## config.mk

```make
export PLATFORM = sky130hd
export DESIGN_NAME = uart_fifo_bus
export DESIGN_NICKNAME = d
export VERILOG_FILES = /design/src/rtl/uart_pkg.sv /design/src/rtl/uart_sync_fifo.sv /design/src/rtl/uart_fifo_bus.sv
export SDC_FILE = /design/constraint.sdc
export NUM_CORES = 1
export LEC_CHECK = 0
export ABC_AREA = 1
export CAP_MARGIN = 30
export CORE_MARGIN = 4
export CORE_UTILIZATION = 61
export DETAILED_ROUTE_END_ITERATION = 6
export PLACE_DENSITY = 0.89
export SLEW_MARGIN = 25
export SYNTH_ARGS = -nofsm -noshare
export SYNTH_HDL_FRONTEND = slang
export SYNTH_SLANG_ARGS = --single-unit
```

## constraint.sdc

```tcl
create_clock -name clk -period 3.9 [get_ports clk]
set_clock_uncertainty 0.15 [all_clocks]
set_input_delay 1.17 -clock clk [delete_from_list [all_inputs] [get_ports clk]]
set_output_delay 1.17 -clock clk [all_outputs]
set_load 0.03 [all_outputs]
```

## src/rtl/uart_pkg.sv

```systemverilog
// Shared constants for the UART bus peripheral: register map, bit positions,
// engine state encodings and the divisor floor.
package uart_pkg;

    // Word register indices on the peripheral bus
    localparam logic [2:0] ADDR_STATUS = 3'd0;
    localparam logic [2:0] ADDR_CTRL   = 3'd1;
    localparam logic [2:0] ADDR_DIV    = 3'd2;
    localparam logic [2:0] ADDR_CLEAR  = 3'd3;
    localparam logic [2:0] ADDR_TXDATA = 3'd4;
    localparam logic [2:0] ADDR_RXDATA = 3'd5;

    // STATUS bit positions
    localparam int ST_TX_FULL     = 0;
    localparam int ST_TX_EMPTY    = 1;
    localparam int ST_RX_EMPTY    = 2;
    localparam int ST_RX_FULL     = 3;
    localparam int ST_RX_OVERRUN  = 4;
    localparam int ST_FRAME_ERR   = 5;
    localparam int ST_TX_OVERFLOW = 6;
    localparam int ST_TX_BUSY     = 7;

    // CTRL bit positions
    localparam int CTRL_TX_EN     = 0;
    localparam int CTRL_RX_EN     = 1;
    localparam int CTRL_RX_IRQ_EN = 2;
    localparam int CTRL_TX_IRQ_EN = 3;

    // CLEAR bit positions
    localparam int CLR_RX_OVERRUN  = 0;
    localparam int CLR_FRAME_ERR   = 1;
    localparam int CLR_TX_OVERFLOW = 2;
    localparam int CLR_TX_FLUSH    = 3;
    localparam int CLR_RX_FLUSH    = 4;

    // Shortest usable bit period; smaller programmed divisors are raised to this
    localparam int MIN_DIV = 4;

    typedef enum logic [1:0] {
        TX_IDLE, TX_START, TX_DATA, TX_STOP
    } tx_state_t;

    typedef enum logic [2:0] {
        RX_IDLE, RX_START, RX_DATA, RX_STOP, RX_WAIT_HIGH
    } rx_state_t;

endpackage

```

## src/rtl/uart_sync_fifo.sv

```systemverilog
// Show-ahead synchronous FIFO with flush; used for both the TX and RX queues.
module uart_sync_fifo #(
    parameter int WIDTH = 8,
    parameter int DEPTH = 16
) (
    input  logic                   clk,
    input  logic                   rst,
    input  logic                   push,
    input  logic                   pop,
    input  logic                   flush,
    input  logic [WIDTH-1:0]       din,
    output logic [WIDTH-1:0]       dout,
    output logic                   full,
    output logic                   empty,
    output logic [$clog2(DEPTH):0] count
);
    localparam int AW = $clog2(DEPTH);
    localparam int CW = AW + 1;

    logic [WIDTH-1:0] mem [DEPTH];
    logic [AW-1:0]    rd_ptr;
    logic [AW-1:0]    wr_ptr;
    logic             do_push;
    logic             do_pop;

    assign full  = (count == CW'(DEPTH));
    assign empty = (count == '0);
    assign dout  = mem[rd_ptr];

    // Accept a push into a full FIFO only when a pop frees a slot the same cycle
    // NOTE: every signal written in always_comb is assigned on all paths, so no latch is inferred.
    always_comb begin
        do_push = push && (!full || pop);
        do_pop  = pop && !empty;
    end

    // Storage write; flush discards whatever arrives alongside it
    // NOTE: the storage array has no reset; pointers and count alone define its contents.
    always_ff @(posedge clk) begin
        if (do_push && !flush) begin
            mem[wr_ptr] <= din;
        end
    end

    // Pointer and occupancy tracking; flush wins over push and pop
    // NOTE: sequential state uses non-blocking assignments so all flops update together.
    always_ff @(posedge clk) begin
        if (rst || flush) begin
            rd_ptr <= '0;
            wr_ptr <= '0;
            count  <= '0;
        end else begin
            if (do_push) wr_ptr <= wr_ptr + AW'(1);
            if (do_pop)  rd_ptr <= rd_ptr + AW'(1);
            case ({do_push, do_pop})
                2'b10:   count <= count + CW'(1);
                2'b01:   count <= count - CW'(1);
                default: count <= count;
            endcase
        end
    end

endmodule

```

## src/rtl/uart_fifo_bus.sv

```systemverilog
// Memory-mapped 8N1 UART with TX/RX FIFOs, programmable divisor, sticky
// error flags and a level interrupt.
module uart_fifo_bus
    import uart_pkg::*;
#(
    parameter int FIFO_DEPTH = 16,
    parameter int DIV_W      = 16,
    parameter int DIV_RESET  = 217
) (
    input  logic        clk,
    input  logic        rst,
    input  logic        ce,
    input  logic        we,
    input  logic [2:0]  addr,
    input  logic [31:0] din,
    output logic [31:0] dout,
    input  logic        RxD,
    output logic        TxD,
    output logic        irq
);
    localparam int CW = $clog2(FIFO_DEPTH) + 1;

    logic [3:0]       ctrl;
    logic [DIV_W-1:0] div_reg, div_eff;
    logic             rx_overrun, frame_err, tx_overflow;
    logic [4:0]       clr;
    logic [31:0]      status;
    logic             wr, rd, unused_din;

    logic             tx_push, tx_pop, tx_flush, tx_full, tx_empty;
    logic [7:0]       tx_head;
    logic [CW-1:0]    tx_count;
    logic             rx_push, rx_pop, rx_flush, rx_full, rx_empty;
    logic [7:0]       rx_head;
    logic [CW-1:0]    rx_count;

    tx_state_t        tx_state, tx_next;
    logic [DIV_W-1:0] tx_div, tx_cnt;
    logic [2:0]       tx_bit;
    logic [7:0]       tx_shift;
    logic             tx_tick, tx_start;

    rx_state_t        rx_state, rx_next;
    logic             rx_s1, rx_s2, rx_prev;
    logic [DIV_W-1:0] rx_div, rx_cnt;
    logic [2:0]       rx_bit;
    logic [7:0]       rx_shift;
    logic             rx_sample, rx_bad_stop;

    assign unused_din = ^din;

    uart_sync_fifo #(.WIDTH(8), .DEPTH(FIFO_DEPTH)) u_tx_fifo (
        .clk(clk), .rst(rst), .push(tx_push), .pop(tx_pop), .flush(tx_flush),
        .din(din[7:0]), .dout(tx_head), .full(tx_full), .empty(tx_empty), .count(tx_count)
    );

    uart_sync_fifo #(.WIDTH(8), .DEPTH(FIFO_DEPTH)) u_rx_fifo (
        .clk(clk), .rst(rst), .push(rx_push), .pop(rx_pop), .flush(rx_flush),
        .din(rx_shift), .dout(rx_head), .full(rx_full), .empty(rx_empty), .count(rx_count)
    );

    // Bus strobe decode and the effective (floored) bit period
    always_comb begin
        wr       = ce & we;
        rd       = ce & ~we;
        tx_push  = wr && (addr == ADDR_TXDATA);
        rx_pop   = rd && (addr == ADDR_RXDATA);
        clr      = (wr && (addr == ADDR_CLEAR)) ? din[4:0] : 5'd0;
        tx_flush = clr[CLR_TX_FLUSH];
        rx_flush = clr[CLR_RX_FLUSH];
        div_eff  = (div_reg < DIV_W'(MIN_DIV)) ? DIV_W'(MIN_DIV) : div_reg;
    end

    // TX next state: a frame starts (and pops) from IDLE or straight out of STOP
    always_comb begin
        tx_tick  = (tx_cnt == tx_div - DIV_W'(1));
        tx_start = ctrl[CTRL_TX_EN] && !tx_empty && !tx_flush;
        tx_next  = tx_state;
        tx_pop   = 1'b0;
        case (tx_state)
            TX_IDLE:  if (tx_start) begin tx_next = TX_START; tx_pop = 1'b1; end
            TX_START: if (tx_tick) tx_next = TX_DATA;
            TX_DATA:  if (tx_tick && tx_bit == 3'd7) tx_next = TX_STOP;
            TX_STOP:  if (tx_tick) begin
                          tx_next = tx_start ? TX_START : TX_IDLE;
                          tx_pop  = tx_start;
                      end
            default:  tx_next = TX_IDLE;
        endcase
    end

    // TX datapath: bit timer, shifter, and registered line driver
    always_ff @(posedge clk) begin
        if (rst) begin
            tx_state <= TX_IDLE;
            tx_cnt   <= '0;
            tx_bit   <= '0;
            tx_shift <= '0;
            tx_div   <= DIV_W'(DIV_RESET);
            TxD      <= 1'b1;
        end else begin
            tx_state <= tx_next;
            if (tx_pop) begin
                tx_shift <= tx_head;
                tx_div   <= div_eff;
                tx_cnt   <= '0;
                tx_bit   <= '0;
            end else if (tx_state != TX_IDLE) begin
                tx_cnt <= tx_tick ? '0 : tx_cnt + DIV_W'(1);
                if (tx_state == TX_DATA && tx_tick) begin
                    tx_shift <= tx_shift >> 1;
                    tx_bit   <= tx_bit + 3'd1;
                end
            end
            case (tx_state)
                TX_START: TxD <= 1'b0;
                TX_DATA:  TxD <= tx_shift[0];
                default:  TxD <= 1'b1;
            endcase
        end
    end

    // RX next state: half-period start check, then one sample per bit period
    always_comb begin
        rx_next     = rx_state;
        rx_push     = 1'b0;
        rx_bad_stop = 1'b0;
        rx_sample   = (rx_state == RX_START) ? (rx_cnt == (rx_div >> 1))
                                             : (rx_cnt == rx_div - DIV_W'(1));
        if (!ctrl[CTRL_RX_EN]) begin
            rx_next = RX_IDLE;
        end else begin
            case (rx_state)
                RX_IDLE:      if (rx_prev && !rx_s2) rx_next = RX_START;
                RX_START:     if (rx_sample) rx_next = rx_s2 ? RX_IDLE : RX_DATA;
                RX_DATA:      if (rx_sample && rx_bit == 3'd7) rx_next = RX_STOP;
                RX_STOP:      if (rx_sample) begin
                                  rx_push     = rx_s2;
                                  rx_bad_stop = !rx_s2;
                                  rx_next     = rx_s2 ? RX_IDLE : RX_WAIT_HIGH;
                              end
                RX_WAIT_HIGH: if (rx_s2) rx_next = RX_IDLE;
                default:      rx_next = RX_IDLE;
            endcase
        end
    end

    // RX datapath: line synchroniser, edge history, bit timer and shifter
    always_ff @(posedge clk) begin
        if (rst) begin
            rx_s1    <= 1'b1;
            rx_s2    <= 1'b1;
            rx_prev  <= 1'b1;
            rx_state <= RX_IDLE;
            rx_cnt   <= '0;
            rx_bit   <= '0;
            rx_shift <= '0;
            rx_div   <= DIV_W'(DIV_RESET);
        end else begin
            rx_s1    <= RxD;
            rx_s2    <= rx_s1;
            rx_prev  <= rx_s2;
            rx_state <= rx_next;
            if (rx_state == RX_IDLE) begin
                rx_cnt <= '0;
                rx_bit <= '0;
                rx_div <= div_eff;
            end else begin
                rx_cnt <= rx_sample ? '0 : rx_cnt + DIV_W'(1);
                if (rx_state == RX_DATA && rx_sample) begin
                    rx_shift <= {rx_s2, rx_shift[7:1]};
                    rx_bit   <= rx_bit + 3'd1;
                end
            end
        end
    end

    // STATUS word assembled from live FIFO/engine state and sticky flags
    always_comb begin
        status                 = '0;
        status[ST_TX_FULL]     = tx_full;
        status[ST_TX_EMPTY]    = tx_empty;
        status[ST_RX_EMPTY]    = rx_empty;
        status[ST_RX_FULL]     = rx_full;
        status[ST_RX_OVERRUN]  = rx_overrun;
        status[ST_FRAME_ERR]   = frame_err;
        status[ST_TX_OVERFLOW] = tx_overflow;
        status[ST_TX_BUSY]     = (tx_state != TX_IDLE);
        status[15:8]           = 8'(rx_count);
        status[23:16]          = 8'(tx_count);
    end

    // Control registers, sticky flags (set beats clear), read port and irq
    always_ff @(posedge clk) begin
        if (rst) begin
            ctrl        <= 4'h3;
            div_reg     <= DIV_W'(DIV_RESET);
            rx_overrun  <= 1'b0;
            frame_err   <= 1'b0;
            tx_overflow <= 1'b0;
            dout        <= '0;
            irq         <= 1'b0;
        end else begin
            if (wr && addr == ADDR_CTRL) ctrl    <= din[3:0];
            if (wr && addr == ADDR_DIV)  div_reg <= din[DIV_W-1:0];

            if (rx_push && rx_full && !rx_pop && !rx_flush) rx_overrun <= 1'b1;
            else if (clr[CLR_RX_OVERRUN])                   rx_overrun <= 1'b0;
            if (rx_bad_stop)                                frame_err <= 1'b1;
            else if (clr[CLR_FRAME_ERR])                    frame_err <= 1'b0;
            if (tx_push && tx_full && !tx_pop && !tx_flush) tx_overflow <= 1'b1;
            else if (clr[CLR_TX_OVERFLOW])                  tx_overflow <= 1'b0;

            if (rd) begin
                case (addr)
                    ADDR_STATUS: dout <= status;
                    ADDR_CTRL:   dout <= 32'(ctrl);
                    ADDR_DIV:    dout <= 32'(div_reg);
                    ADDR_RXDATA: dout <= rx_empty ? 32'd0 : 32'(rx_head);
                    default:     dout <= 32'd0;
                endcase
            end

            irq <= (ctrl[CTRL_RX_IRQ_EN] & (~rx_empty | rx_overrun | frame_err))
                 | (ctrl[CTRL_TX_IRQ_EN] & tx_empty);
        end
    end

endmodule

```

# Yosys cells after proc, flatten, opt, wreduce, memory -nomap -nowiden
# Memories as Yosys holds them, arrays and structs flattened. A register that Yosys moved wholly into a read port is not among the register bits.
# Index checks and enable logic that the tools add are counted.
# Widths: inputs -> output; s select.
# word_totals
reg_bits,177
latch_bits,0
mem_bits_rw,256
rom_bits,0
in_bits,40
memories,2
# op_classes
add_sub_neg,14
mul,0
n_div,0
order_cmp,1
n_eq_ne,32
shifts,0
n_mux,49
n_bitwise,11
reduce_logical,59
# mem_list
memory,words,word_bits,rd,rd_ports_with_merged_regs,wr,line_no,rtl
u_rx_fifo.mem,16,8,1,1,1,uart_sync_fifo.sv:20,logic [WIDTH-1:0] mem [DEPTH];
u_tx_fifo.mem,16,8,1,1,1,uart_sync_fifo.sv:20,
# ops
operator,n
$pmux 21 s4,1
$add 16x1->16 const B,2
$eq 16x16->1,2
$mux 16,2
$mux 8,4
$sub 16x1->16 const B,2
$logic_and 1x1->1,24
$mux 1,20
$pmux 5 s2,2
$mux 3,6
$ne 2x2->1 const B,9
$add 4x1->4 const B,4
$eq 16x15->1,1
$lt 16x3->1 const B,1
$mux 4,4
$reduce_bool 2->1,8
$eq 3x3->1 const B,5
$pmux 3 s5,1
$eq 3x2->1 const B,4
$add 5x1->5 const B,2
$eq 5x5->1 const B,2
$logic_not 5->1,2
$mux 2,5
$sub 5x1->5 const B,2
19 further kinds,51

# Logic depth before layout (Yosys ltp)
# Gate-level depths: netlist of the first run.
# depth
depth_word,12
mapped_depth,30
ltp_nobuf,28

# Hierarchy
# A second synthesis of the first run with hierarchy kept.
# unflattened
cells_unflattened,2491
hier_area_um2,20806.2
# by_module_without_submodules
mod,instances,cells_per_inst,area_per_inst_um2,seq_area_each_um2
uart_fifo_bus,1,1125,7554.7,2802.7
uart_sync_fifo (u_tx_fifo),1,683,6641.4,4184.0
uart_sync_fifo (u_rx_fifo),1,683,6610.1,4184.0

# Worst setup path before layout of the first run
# No wires, ideal clock.
# synth_timing
kind,in2reg
start,in addr[1]
end,reg u_tx_fifo.count[4]
arrival_time_ps,3377
required_time_ps,3618
path_slack_ps,241
path_stages,21
n_path_buf,3
cell_sequence,inv_1 -> nor4_1 -> nand2_1 -> nand2_1 -> nor3_1 -> nand2_2 -> inv_2 -> buf_4 -> buf_4 -> ha_1 -> clkbuf_1 -> xor2_1 -> ha_1 -> inv_1 -> nand2_1 -> nand2_1 -> nand2_1 -> nand2_1 -> nand2_1 -> nand2_1 -> a21oi_1
# synth_via
elab_chain_len,11
word_cells_on_any_way,18
# synth_lines
item,line_no,rtl
"start, declared",uart_fifo_bus.sv:14,"input logic [2:0] addr,"
$eq 3x2->1,uart_fifo_bus.sv:68,clr = (wr && (addr == ADDR_CLEAR)) ? din[4:0] : 5'd0;
$logic_and 1x1->1,uart_fifo_bus.sv:68,
$mux 5,uart_fifo_bus.sv:68,
$logic_not 1->1,uart_fifo_bus.sv:77,tx_start = ctrl[CTRL_TX_EN] && !tx_empty && !tx_flush;
$logic_and 1x1->1,uart_fifo_bus.sv:77,
"$mux 1, on equally long branches","uart_fifo_bus.sv:84, uart_fifo_bus.sv:81",
$pmux 1 s2,uart_fifo_bus.sv:80,case (tx_state)
$logic_or 1x1->1,uart_sync_fifo.sv:33,do_push = push && (!full || pop);
$logic_and 1x1->1,uart_sync_fifo.sv:33,
$eq 2x1->1 / $eq 2x2->1 (equally long branches),uart_sync_fifo.sv:55,"case ({do_push, do_pop})"
$pmux 5 s2 / $reduce_bool 2->1 (equally long branches),n/a,
"end signal, assigned",uart_sync_fifo.sv:56,2'b10: count <= count + CW'(1);
"end signal, assigned",uart_sync_fifo.sv:57,2'b01: count <= count - CW'(1);
"end signal, assigned",uart_sync_fifo.sv:58,default: count <= count;
"end, declared",uart_sync_fifo.sv:15,output logic [$clog2(DEPTH):0] count
# Parallel ways exist; a longest one is shown, timed or not.
# A chain may end at the register's enable or synchronous reset.

# Worst setup path in the final report of the first run
# layout_timing
start,reg rx_div[1]
end,reg u_rx_fifo.count[4]
# layout_via
elab_chain_len,9
word_cells_on_any_way,12
# layout_lines
item,line_no,rtl
"start, declared",uart_fifo_bus.sv:45,"logic [DIV_W-1:0] rx_div, rx_cnt;"
"start signal, assigned",uart_fifo_bus.sv:158,rx_div <= DIV_W'(DIV_RESET);
"start signal, assigned",uart_fifo_bus.sv:167,rx_div <= div_eff;
$sub 16x1->16,uart_fifo_bus.sv:129,: (rx_cnt == rx_div - DIV_W'(1));
$eq 16x16->1,uart_fifo_bus.sv:129,
$mux 1 (*),uart_fifo_bus.sv:128,rx_sample = (rx_state == RX_START) ? (rx_cnt == (rx_div >> 1))
$mux 1 (*),uart_fifo_bus.sv:137,RX_STOP: if (rx_sample) begin
$mux 1 (*),uart_fifo_bus.sv:133,case (rx_state)
$mux 1 (*),uart_fifo_bus.sv:130,if (!ctrl[CTRL_RX_EN]) begin
$logic_and 1x1->1 (*),uart_sync_fifo.sv:33,
$eq 2x1->1 / $eq 2x2->1 (equally long branches),uart_sync_fifo.sv:55,
$pmux 5 s2 / $reduce_bool 2->1 (equally long branches),n/a,
"end signal, assigned",uart_sync_fifo.sv:56,
"end signal, assigned",uart_sync_fifo.sv:57,
"end signal, assigned",uart_sync_fifo.sv:58,
"end, declared",uart_sync_fifo.sv:15,
# Every way passes the cells marked *; elsewhere a longest branch is shown, timed or not.

==> results of run 1 <==
## cells by family after synthesis
logic type | after synthesis | share of synthesized area (%)
AOI/OAI and AO/OA | 442 | 13.1
xor gates and xnor gates | 37 | 1.70
adders and majority gates | 29 | 1.94
buffers and inverters | 288 | 6.10
DFF | 430 | 58.6
muxes | 32 | 1.68
other | 1 | 0.0197
and+or+nand+nor | 760 | 16.9
## worst max-delay path, cell delays in order, from the launching register on
cell      delay, ps
dfxtp_2         340
inv_4            70
ha_4            150
nand3_4         110
nor2_4          140
xor2_1          150
nand2_1         120
nand3_2         100
nand3_2          90
nor2_1          110
nand3_1          80
nor2_1          110
nand4_1         100
nor2_2          140
buf_6           130
nand2_4          50
nor2_4          110
inv_2            50
ha_4            180
fa_2            340
a21o_1          170
a21oi_2         140
inv_2            70
o21ai_2         160
a21oi_2          60
o211ai_1        170
a21oi_1          60
## cell usage after synthesis, types with 2 or more instances
library cell and number:
dfxtp_1 174, o21ai_0 170, clkinv_1 4, a211oi_1 5
nor2_4 2, inv_2 15, mux2i_1 32, and3_1 6
nor3b_1 11, clkbuf_1 60, or2_0 2, edfxtp_1 256
nor2_2 6, nor3_1 17, o31ai_1 2, nand3b_1 4
ha_1 28, buf_4 16, or2_2 4, o21ai_1 16
nand3_2 4, a21oi_1 145, nand4_1 16, buf_1 4
nand3_1 101, inv_1 182, o22ai_1 22, buf_6 2
nand2_2 3, a32o_1 6, nand2_1 349, nor2_1 224
a22oi_1 7, buf_2 5, xor2_1 30, xnor2_1 7
a31oi_1 7, o211ai_1 39, nor4_1 8, o221ai_1 18
## layout make-up
type                            instances  area (um2)  share of cell area [%]
Antenna cell                            1        2.50                  0.0115
Clock buffer                           55        1140                    5.26
Clock inverter                         22         205                   0.947
Inverter                              201         759                    3.50
Multi-Input combinational cell       1311        6890                    31.8
Sequential cell                       430       11200                    51.6
Tap cell                              396         495                    2.29
Timing Repair Buffer                  118        1000                    4.64
## report_power, final
part           switching [mW]  internal, mW  leakage (nW)
Combinational           0.979         0.548          3.68
Clock                    1.69          2.27         0.657
Sequential              0.172          4.92          3.60
Total                    2.84          7.74          7.94
## metrics by stage
step / instances / util (%) / hold WS, ps / instance area [um2]
2_1_floorplan: 2029 / - / 239 / 19100
3_3_place_gp: 2453 / 65.6 / 283 / 20200
3_5_place_dp: 2453 / 65.6 / 285 / 20200
4_1_cts: 2531 / 70.1 / 300 / 21600
5_1_grt: 2534 / 70.5 / 312 / 21700
6_report: 2534 / 70.5 / 299 / 21700
## worst paths after layout
kind	start	cells past startpoint	slack, ps	to
worst max-delay path	rx_div[1]	26	120	u_rx_fifo.count[4]
worst min register to register	rx_s1	1	300	rx_s2
worst max register to register	rx_div[1]	26	120	u_rx_fifo.count[4]
worst min-delay path	rx_s1	1	300	rx_s2
## cells in the final DEF, fill, tap and decap left out, types with 11 or more instances in the layout
cell type	count
nand2_1	347
edfxtp_1	256
nor2_1	218
inv_1	177
dfxtp_1	170
o21ai_0	167
a21oi_1	143
nand3_1	96
buf_4	71
clkdlybuf4s50_1	46
clkbuf_16	42
o211ai_1	39
mux2i_1	32
xor2_1	30
ha_1	26
o22ai_1	22
inv_2	18
o21ai_1	18
o221ai_1	18
nor3_1	17
nand4_1	16
nor3b_1	11
conb_1	11
## per-layer routing
layer  vias up  GRT usage [%]
met1      7101           36.0
met3       131           4.05
met4         0           7.81
met5         -              0
li1       7105              -
met2       766           46.9
## timing repair
item                                    CTS  global route
resized for setup                         6            32
endpoints found under the setup margin    1            98
setup buffers                             1             2
pin swaps                                 1            12
hold buffers                              0             0
==> flow_summary.ini, run 1 <==
[detailed_routing]
drt-total-wl_um = 47000
wire_per_inst_um = 18.6
met2_length_um = 23200
wl_met3_um = 4190
via_count = 15103
routed.top_layer = met4
first_iter_violations = 1869
ant_nets = 0
drtPass1Iterations = 6
via_per_inst = 5.96
remaining_drc_errors = 0
met1_length_um = 18300

[timing]
min_period_over_period_pct = 97.0
min_period_ps = 3780
finalHoldViolations = 0
slew-limit-headroom_pct = 37.4
finalSetupViolCount = 0
worst_pin_slew_ps = 936
setup_ws_ps = 118
grt_setup_unrepaired = true
clock.fmax_ghz = 0.264
fin_tns_setup_ps = 0
timing.final.max_slew_violations = 0

[flow_run]
maxCapViolations = 0

[cts]
cts_max_path_buffers = 3
clkSlewWorstSetupHoldPaths_ps = 60
cts_tree = built
clock_latency_ps = 550
cts_sinks = 430
root_buffer = clkbuf_16
numCtsBuffers = 42
htreeDepth = 2

[global_route]
grt_pass1_vias = 14298
grt_max_degree = 77
grt_pass1_wl_um = 74100
grtUsageTotal_pct = 27.1
antenna_found_initial = 1
overflow = 0

[logic_synthesis]
synth-main-ff-cell = edfxtp_1
synth_cell_type_count = 50
synth-async-reset-ratio_pct = 0
yosys-top-cells-area = edfxtp_1, dfxtp_1, nand2_1, o21ai_0, nor2_1
ys_ff_latch = 430
synth_top_area_share_pct = 40.3
synth.avg_cell_area_um2 = 9.44
synth_largest_area_cell = edfxtp_1
ys_warn_count = 0
synthesis.area_um2 = 19100
synth_edf_count = 256
ys_seq_area_share_pct = 58.6
synth_cells = 2019

[worst_hold_path]
hp-class = reg2reg

[die]
core-area_um2 = 30700
die-area_um2 = 34100
die_width_um = 185
die_h_um = 185
ios = 74
start_util_pct = 62.0
rows = 64

[critical_path]
startpoint_type = flip-flop
worst_setup_path_end_kind = flip-flop
critPathMaxFanout = 5
worstPathRequired_ps = 4180
arrival_ps = 4060
crit_type = reg2reg

[outcome]
outcome = finished, final reports clean

[final_layout]
drive_above_1_share_pct = 9.27
top_regs = u_rx_fifo.mem (128), u_tx_fifo.mem (128), dout (21)
syn2layout_area_growth_pct = 13.7
fin_nets = 2173
fill_cells = 2106

[placed_design]
gp_congestion = 0.943
dp_hpwl_um = 31300
port-buffer-count = 46
pre_cts_ws_ps = -274

[power]
power_leakage_nw = 7.94
finalPower_mw = 10.6
powerDensity_nw_per_um2 = 488
worst_ir_drop_vdd_mv = 0.599
No activity file was read; power rests on OpenSTA's default activity.
==> inputs of run 2 (changes only) <==
--- a/config.mk
+++ b/config.mk
@@ -10,7 +10,7 @@
 export CORE_MARGIN = 4
 export CORE_UTILIZATION = 61
 export DETAILED_ROUTE_END_ITERATION = 6
-export PLACE_DENSITY = 0.89
+export PLACE_DENSITY = 0.76
 export SLEW_MARGIN = 25
 export SYNTH_ARGS = -nofsm -noshare
 export SYNTH_HDL_FRONTEND = slang
==> constraint.sdc (replaced) <==
create_clock -name clk -period 3.9 [get_ports clk]
set_clock_uncertainty 0.15 [all_clocks]
set_input_delay 1.17 -clock clk [delete_from_list [all_inputs] [get_ports clk]]
set_output_delay 1.17 -clock clk [all_outputs]
set_load 0.02 [all_outputs]
==> flow_summary.ini, run 2 (synthesis results as in run 1) <==
[outcome]
outcome = finished, final reports clean

[final_layout]
syn2layout_area_growth_pct = 13.1
drive_above_1_share_pct = 8.48
fill_cells = 2299
mostFrequentLayoutCells = nand2_1, edfxtp_1, nor2_1
mostFrequentLayoutCell = nand2_1
antennaDiodeCount = 0
fin_nets = 2157
top_regs = u_rx_fifo.mem (128), u_tx_fifo.mem (128), dout (21)
post-route-util_pct = 70.1
stdcell_count = 2518

[global_route]
grt_pass1_vias = 13963
grt_max_degree = 93
grt_pass1_wl_um = 71900
overflow = 0
grtUsageTotal_pct = 26.4
antenna_found_initial = 0

[timing]
finalHoldViolations = 0
slew-limit-headroom_pct = 36.6
grt_setup_unrepaired = true
worst_pin_slew_ps = 942
clock.fmax_ghz = 0.264
finalSetupViolCount = 0
min_period_over_period_pct = 97.1
min_period_ps = 3790
timing.final.max_slew_violations = 0

[die]
die_width_um = 185
die_h_um = 185
die-area_um2 = 34100
rows = 64
ios = 74
start_util_pct = 62.0
core-area_um2 = 30700

[cts]
cts_tree = built
numCtsBuffers = 43
htreeDepth = 2
clkSlewWorstSetupHoldPaths_ps = 60
cts_max_path_buffers = 3
clock_latency_ps = 540
cts_sinks = 430
root_buffer = clkbuf_16

[critical_path]
worstPathRequired_ps = 4170
arrival_ps = 4060
path_cells = inv_2 > nor2_4 > nand2_4 > o21ai_0 > xor2_1 > nand2_1 > nor2_1 > nand3_1 > nor2_1 > nand4_1 > nor2_1 > buf_4 > nand2_4 > nor2_4 > inv_2 > ha_4 > fa_2 > a21o_1 > a21oi_2 > inv_2 > o21ai_2 > a21oi_2 > o211ai_1 > a21oi_1
r2r_setup_slack_ps = 110
max_stage_delay_ps = 360
startpoint_type = flip-flop
cpMaxStageDelayCell = dfxtp_1
path_buf_inv = 4
critPathMaxFanout = 12
worst_setup_path_end_kind = flip-flop
crit_type = reg2reg
critical-path-top-delay-family = simple AND/OR/NAND/NOR gates

[power]
worst_ir_drop_vdd_mv = 0.481
powerDensity_nw_per_um2 = 487
power_leakage_nw = 7.85

[placed_design]
dp_hpwl_um = 30300
port-buffer-count = 46
gp_congestion = 0.914
place_inst = 2437

[detailed_routing]
first_iter_violations = 1459
remaining_drc_errors = 0
wire_per_inst_um = 18.0
via_per_inst = 5.82
via_count = 14652
drt-total-wl_um = 45400
ant_nets = 0
drtPass1Iterations = 6

[flow_run]
maxCapViolations = 0

[worst_hold_path]
hp-class = reg2reg
[run 2: changes by cell type in the layout (fill, tap and decap cells not counted), moves of 3 or more]
cell / before / now
nor2_2: 10 / 13
buf_4: 71 / 52
clkinv_1: 10 / 14
nor2_1: 218 / 215
o21ai_1: 18 / 15
[run 2: layer usage]
layer	global-route usage, %	share of wire (%)	vias to the layer above
met3	3.95	6.8	85
li1	-	-	7043
met1	36.5	43	6982
met4	6.43	2.3	0
met2	44.5	48	542
met5	0	0	-
[run 2: area by class of cell]
cell class                 instances  area (um2)  share of cell area [%]
sequential                       430       11200                    51.8
multi-input combinational       1311        6890                    31.9
clock buffer                      60        1210                    5.62
timing repair buffer             101         910                    4.22
inverter                         201         757                    3.51
clock inverter                    19         125                   0.580
tap                              396         495                    2.30
[run 2: worst paths after layout]
kind	startpoint	endpoint	depth (start not counted)
setup / recovery	rx_state[0]	u_rx_fifo.count[4]	24
hold / removal	rx_s1	rx_s2	1
setup reg to reg	rx_state[0]	u_rx_fifo.count[4]	24
hold reg to reg	rx_s1	rx_s2	1
[run 2: through the flow]
stage | hold WS (ps) | total power, mW | TNS, ps | cell area (um2) | setup slack [ps]
2_1_floorplan | 239 | 6.21 | 0 | 19100 | 241
3_3_place_gp | 277 | 6.61 | -17480 | 20100 | -206
3_5_place_dp | 281 | 6.65 | -37770 | 20100 | -416
4_1_cts | 303 | 10.5 | 0 | 21400 | 8.92
5_1_grt | 310 | 11.0 | -145 | 21600 | -122
6_report | 295 | 10.5 | 0 | 21600 | 112
[run 2: timing repair]
action	in CTS	in global routing
resized for setup	0	37
hold buffers	0	0
hold endpoints to repair	0	0
setup buffers	0	1
setup endpoints to repair	0	102
[run 2: power breakdown]
| part | total [mW] | switching [mW] | leakage [nW] | internal [mW] |
|---|---|---|---|---|
| Sequential | 5.06 | 0.142 | 3.60 | 4.92 |
| Combinational | 1.54 | 0.980 | 3.60 | 0.560 |
| Clock | 3.91 | 1.67 | 0.655 | 2.24 |
| Total | 10.5 | 2.79 | 7.85 | 7.72 |
[run 2: worst register-to-register path: stages (launching register included)]
cell and delay (ps):
dfxtp_1 360, inv_2 60, nor2_4 110, nand2_4 120, o21ai_0 290, xor2_1 220, nand2_1 70, nor2_1 140
nand3_1 100, nor2_1 140, nand4_1 100, nor2_1 120, buf_4 150, nand2_4 60, nor2_4 150, inv_2 50
ha_4 170, fa_2 340, a21o_1 180, a21oi_2 140, inv_2 60, o21ai_2 130, a21oi_2 60, o211ai_1 160
a21oi_1 50
==> inputs of run 3 (changes only) <==
--- a/config.mk
+++ b/config.mk
@@ -11,6 +11,7 @@
 export CORE_UTILIZATION = 61
 export DETAILED_ROUTE_END_ITERATION = 6
 export PLACE_DENSITY = 0.76
+export SETUP_SLACK_MARGIN = 0.02
 export SLEW_MARGIN = 25
 export SYNTH_ARGS = -nofsm -noshare
 export SYNTH_HDL_FRONTEND = slang
==> flow_summary.ini, run 3 (synthesis results as in run 1) <==
[detailed_routing]
remaining_drc_errors = 0
via_per_inst = 5.82
first_iter_violations = 1441
via_count = 14667
wire_per_inst_um = 18.1
ant_nets = 0
drt-total-wl_um = 45500
drtPass1Iterations = 6

[global_route]
grt_max_degree = 93
overflow = 0
grtUsageTotal_pct = 26.4
antenna_found_initial = 0
grt_pass1_vias = 13962
grt_pass1_wl_um = 71900

[cts]
cts_sinks = 430
cts_max_path_buffers = 3
root_buffer = clkbuf_16
cts_hold_buffers = 0
numCtsBuffers = 43
cts_tree = built
clock_latency_ps = 540
clkSlewWorstSetupHoldPaths_ps = 60
htreeDepth = 2

[worst_hold_path]
min-delay-start = rx_s1
hp-class = reg2reg

[timing]
min_period_ps = 3770
clock.fmax_ghz = 0.265
fin_tns_setup_ps = 0
setup_ws_ps = 125
holdWs_ps = 295
timing.final.max_slew_violations = 0
finalSetupViolCount = 0
worst_pin_slew_ps = 944
min_period_over_period_pct = 96.8
slew-limit-headroom_pct = 36.5
finalHoldViolations = 0
grt_setup_unrepaired = true

[final_layout]
finalInstanceArea_um2 = 21600
top_regs = u_rx_fifo.mem (128), u_tx_fifo.mem (128), dout (21)
syn2layout_area_growth_pct = 13.3
fin_nets = 2157
mostFrequentLayoutCells = nand2_1, edfxtp_1, nor2_1
antennaDiodeCount = 0
drive_above_1_share_pct = 8.77
mostFrequentLayoutCell = nand2_1

[die]
die-area_um2 = 34100
die_width_um = 185
die_h_um = 185
start_util_pct = 62.0
ios = 74
core-area_um2 = 30700
rows = 64

[power]
worst_ir_drop_vdd_mv = 0.481
powerDensity_nw_per_um2 = 486
power_leakage_nw = 7.85

[critical_path]
critPathMaxFanout = 12
path_cells = inv_2 > nor2_4 > nand2_4 > o21ai_0 > xor2_1 > nand2_1 > nor2_1 > nand3_1 > nor2_1 > nand4_1 > nor2_1 > buf_4 > nand2_4 > nor2_4 > inv_2 > ha_4 > fa_2 > a21o_1 > a21oi_2 > inv_2 > o21ai_2 > a21oi_2 > o211ai_1 > a21oi_1
arrival_ps = 4040
worstPathRequired_ps = 4170
max_stage_delay_ps = 350
critical-path-top-delay-family = simple AND/OR/NAND/NOR gates
startpoint_type = flip-flop
cpMaxStageDelayCell = dfxtp_1
path_buf_inv = 4
crit_path_start = rx_state[0]
crit_type = reg2reg
r2r-start = rx_state[0]
worst_setup_path_end_kind = flip-flop

[placed_design]
pre_cts_ws_ps = -416
gp_congestion = 0.914
dp_hpwl_um = 30300
port-buffer-count = 46
dpl_cell_area_um2 = 20100

[outcome]
outcome = finished, final reports clean

[flow_run]
maxCapViolations = 0
==> run 3: area by class of cell <==
type | count | area (um2)
multi-input combinational | 1311 | 6920
inverter | 201 | 757
sequential | 430 | 11200
fill | 2292 | 9150
clock buffer | 60 | 1210
timing repair buffer | 101 | 913
tap | 396 | 495
clock inverter | 19 | 125
==> run 3: stage by stage <==
| step | instances | power, mW | util [%] |
|---|---|---|---|
| 5_1_grt | 2518 | 11.0 | 70.2 |
| 2_1_floorplan | 2029 | 6.21 | - |
| 3_3_place_gp | 2437 | 6.61 | 65.3 |
| 3_5_place_dp | 2437 | 6.65 | 65.3 |
| 4_1_cts | 2516 | 10.5 | 69.6 |
| 6_report | 2518 | 10.5 | 70.2 |
==> run 3: power breakdown <==
group / total (mW) / switching, mW / internal (mW)
Combinational: 1.54 / 0.978 / 0.560
Clock: 3.90 / 1.66 / 2.24
Sequential: 5.06 / 0.142 / 4.92
Total: 10.5 / 2.78 / 7.72
==> run 3: metal layers <==
layer	track usage [%]	wire, um	part of all wire (%)
met1	36.6	19400	43
met2	44.5	21900	48
met3	3.95	3120	6.9
met4	6.43	1030	2.3
met5	0	0	0
==> run 3: what timing repair did <==
| action | 4_1_cts | 5_1_grt |
|---|---|---|
| pin swaps | 1 | 12 |
| setup buffers | 0 | 1 |
| hold endpoints to repair | 0 | 0 |
| resized for setup | 3 | 42 |
| endpoints found under the setup margin | 1 | 137 |
==> run 3: path summary, 6_finish.rpt <==
path,to,slack (ps),cells after the start
setup / recovery,u_rx_fifo.count[4],130,24
hold / removal,rx_s2,290,1
setup reg to reg,u_rx_fifo.count[4],130,24
hold reg to reg,rx_s2,290,1
==> RTL edit (config.mk and constraints of run 1) <==
`DIV_W`: 16 -> 14.
--- a/src/rtl/uart_fifo_bus.sv
+++ b/src/rtl/uart_fifo_bus.sv
@@ -5,5 +5,5 @@
 #(
     parameter int FIFO_DEPTH = 16,
-    parameter int DIV_W      = 16,
+    parameter int DIV_W      = 14,
     parameter int DIV_RESET  = 217
 ) (
Check against the original RTL: not equivalent (a bounded check fails within 4 cycles, from zero or initial values and one cycle with rst high).
==> RTL edit against run 1 <==
First-iteration DRC count increased by 2.4%. Count of clock-buffer cells in the layout fell by 3. Worst setup slack better by 0.081 ns. Non-clock buffer count rose by 4. Wire length up 3.3%. Via count is 1.5% higher. Cell count is 1.7% lower. Sequential cell count shrank 12. Synthesized area decreased by 3.2%. Total power decreased by 3.0%. Fmax increased by 2.2%. Sequential power shrank 4.1%. Critical path depth fell by 6. Final area shrank 3.3%. Largest power group unchanged.
==> RTL edit: results (changes against run 1) <==
leakage: 0.007788 µW (-1.9%)
post-CTS repair timing setup buffer count: 0 (-1)
run status: finished clean
reg2reg start: rx_div[0]
synth cell count leaders: 339 x nand2_1, 272 x nor2_1, 256 x edfxtp_1
CTS buffer count: 41 (-2.4%)
beginning of the critical path: addr[1]
fillers: 1,917 (-9.0%)
Largest regs: u_rx_fifo.mem: 128 flops, u_tx_fifo.mem: 128 flops, dout: 19 flops
initial antenna violation count: 0 (-1)
Synth area leaders: edfxtp_1 42%, dfxtp_1 18%, nand2_1 6.9%
Port-buffer cells: 42 (-8.7%)
first-pass GRT wire length: 76,950 µm (+3.8%)
largest net degree at the start of global routing: 65 (-16%)
vias after detailed routing: 15,330 (+1.5%)
final antenna diode count: 0 (-1)
Initial DRC Count: 1,914 (+2.4%)
count of distinct cell types in the synthesized netlist: 43 (-14%)
placed inst area: 19,620 µm² (-2.8%)
Post-DP HPWL: 31,280 µm (-0.11%)
part of the Yosys area used for sequential elements: 59.22% (+0.63 points)
Gate Count Post-Synth: 1,978 (-2.0%)
GRT Total Usage: 28.63% (+1.5 points)
maximum VDD drop: 0.0004418 V (-26%)
Final Wtd Congestion: 0.9197 (-2.4%)
Final #Nets: 2,139 (-1.6%)
## RTL edit: kinds of logic (layout without fill, tap and decap cells)
| logic type | Yosys count | in the layout | synth area share [%] |
|---|---|---|---|
| and+or+nand+nor | 791 | 791 | 18.07 |
| AOI/OAI and AO/OA | 445 | 445 | 13.69 |
| other | 1 | 13 | 0.02032 |
| adders and majority gates | 29 | 29 | 2.007 |
| buffers and inverters | 270 | 382 | 5.850 |
| xor gates and xnor gates | 24 | 24 | 1.139 |
| DFF | 418 | 418 | 59.22 |
## RTL edit: worst max-delay path, cell delays in order
cell	delay (ns)
clkdlybuf4s50_1	0.53
inv_1	0.11
nor4_4	0.33
nand2_1	0.14
nand3_1	0.13
nor2_1	0.08
nand2_2	0.12
nand2_1	0.09
nand2_2	0.08
ha_1	0.26
buf_4	0.16
xor2_1	0.17
inv_1	0.09
nor3_1	0.14
nand2_1	0.09
nand2_1	0.07
nand2_1	0.05
nand2_1	0.05
nand2_1	0.05
a21oi_1	0.11
## RTL edit: routing by layer
| metal | part of all wire (%) | GRT usage (%) |
|---|---|---|
| met1 | 36 | 36.30 |
| met2 | 48 | 48.53 |
| met3 | 10 | 4.467 |
| met4 | 4.8 | 13.36 |
| met5 | 0 | 0 |
## RTL edit: cell type report
cell class              count  area share [%]
clock buffers              52           5.190
clock inverters            23          0.8062
inverters                 185           3.314
multi-input cells        1302           31.28
flip-flops and latches    418           52.19
well taps                 390           2.329
repair buffers            122           4.885
## RTL edit: worst paths after layout
kind	end	slack (ns)	depth (start not counted)
max	u_tx_fifo.count[4]	0.20	20
min	rx_s2	0.27	1
max reg2reg	u_rx_fifo.count[4]	0.27	21
min reg2reg	rx_s2	0.27	1
## RTL edit: repair_timing
action | CTS | global route
resized for setup | 0 | 13
endpoints found under the setup margin | 0 | 3
hold buffers | 0 | 0
## RTL edit: where the power goes
| group | switching [µW] | total, µW | internal (µW) |
|---|---|---|---|
| clock | 1670 | 3730 | 2060 |
| combinational | 1110 | 1640 | 533 |
| sequential | 110 | 4880 | 4780 |
| total | 2890 | 10300 | 7370 |
## RTL edit: metrics by stage
step	utilization, %	worst slack, ns
floorplan	-	0.4389
global placement	66.02	-0.07814
detailed placement	66.02	-0.2194
CTS	70.25	0.09041
global route	70.50	0.01129
finish	70.50	0.1983
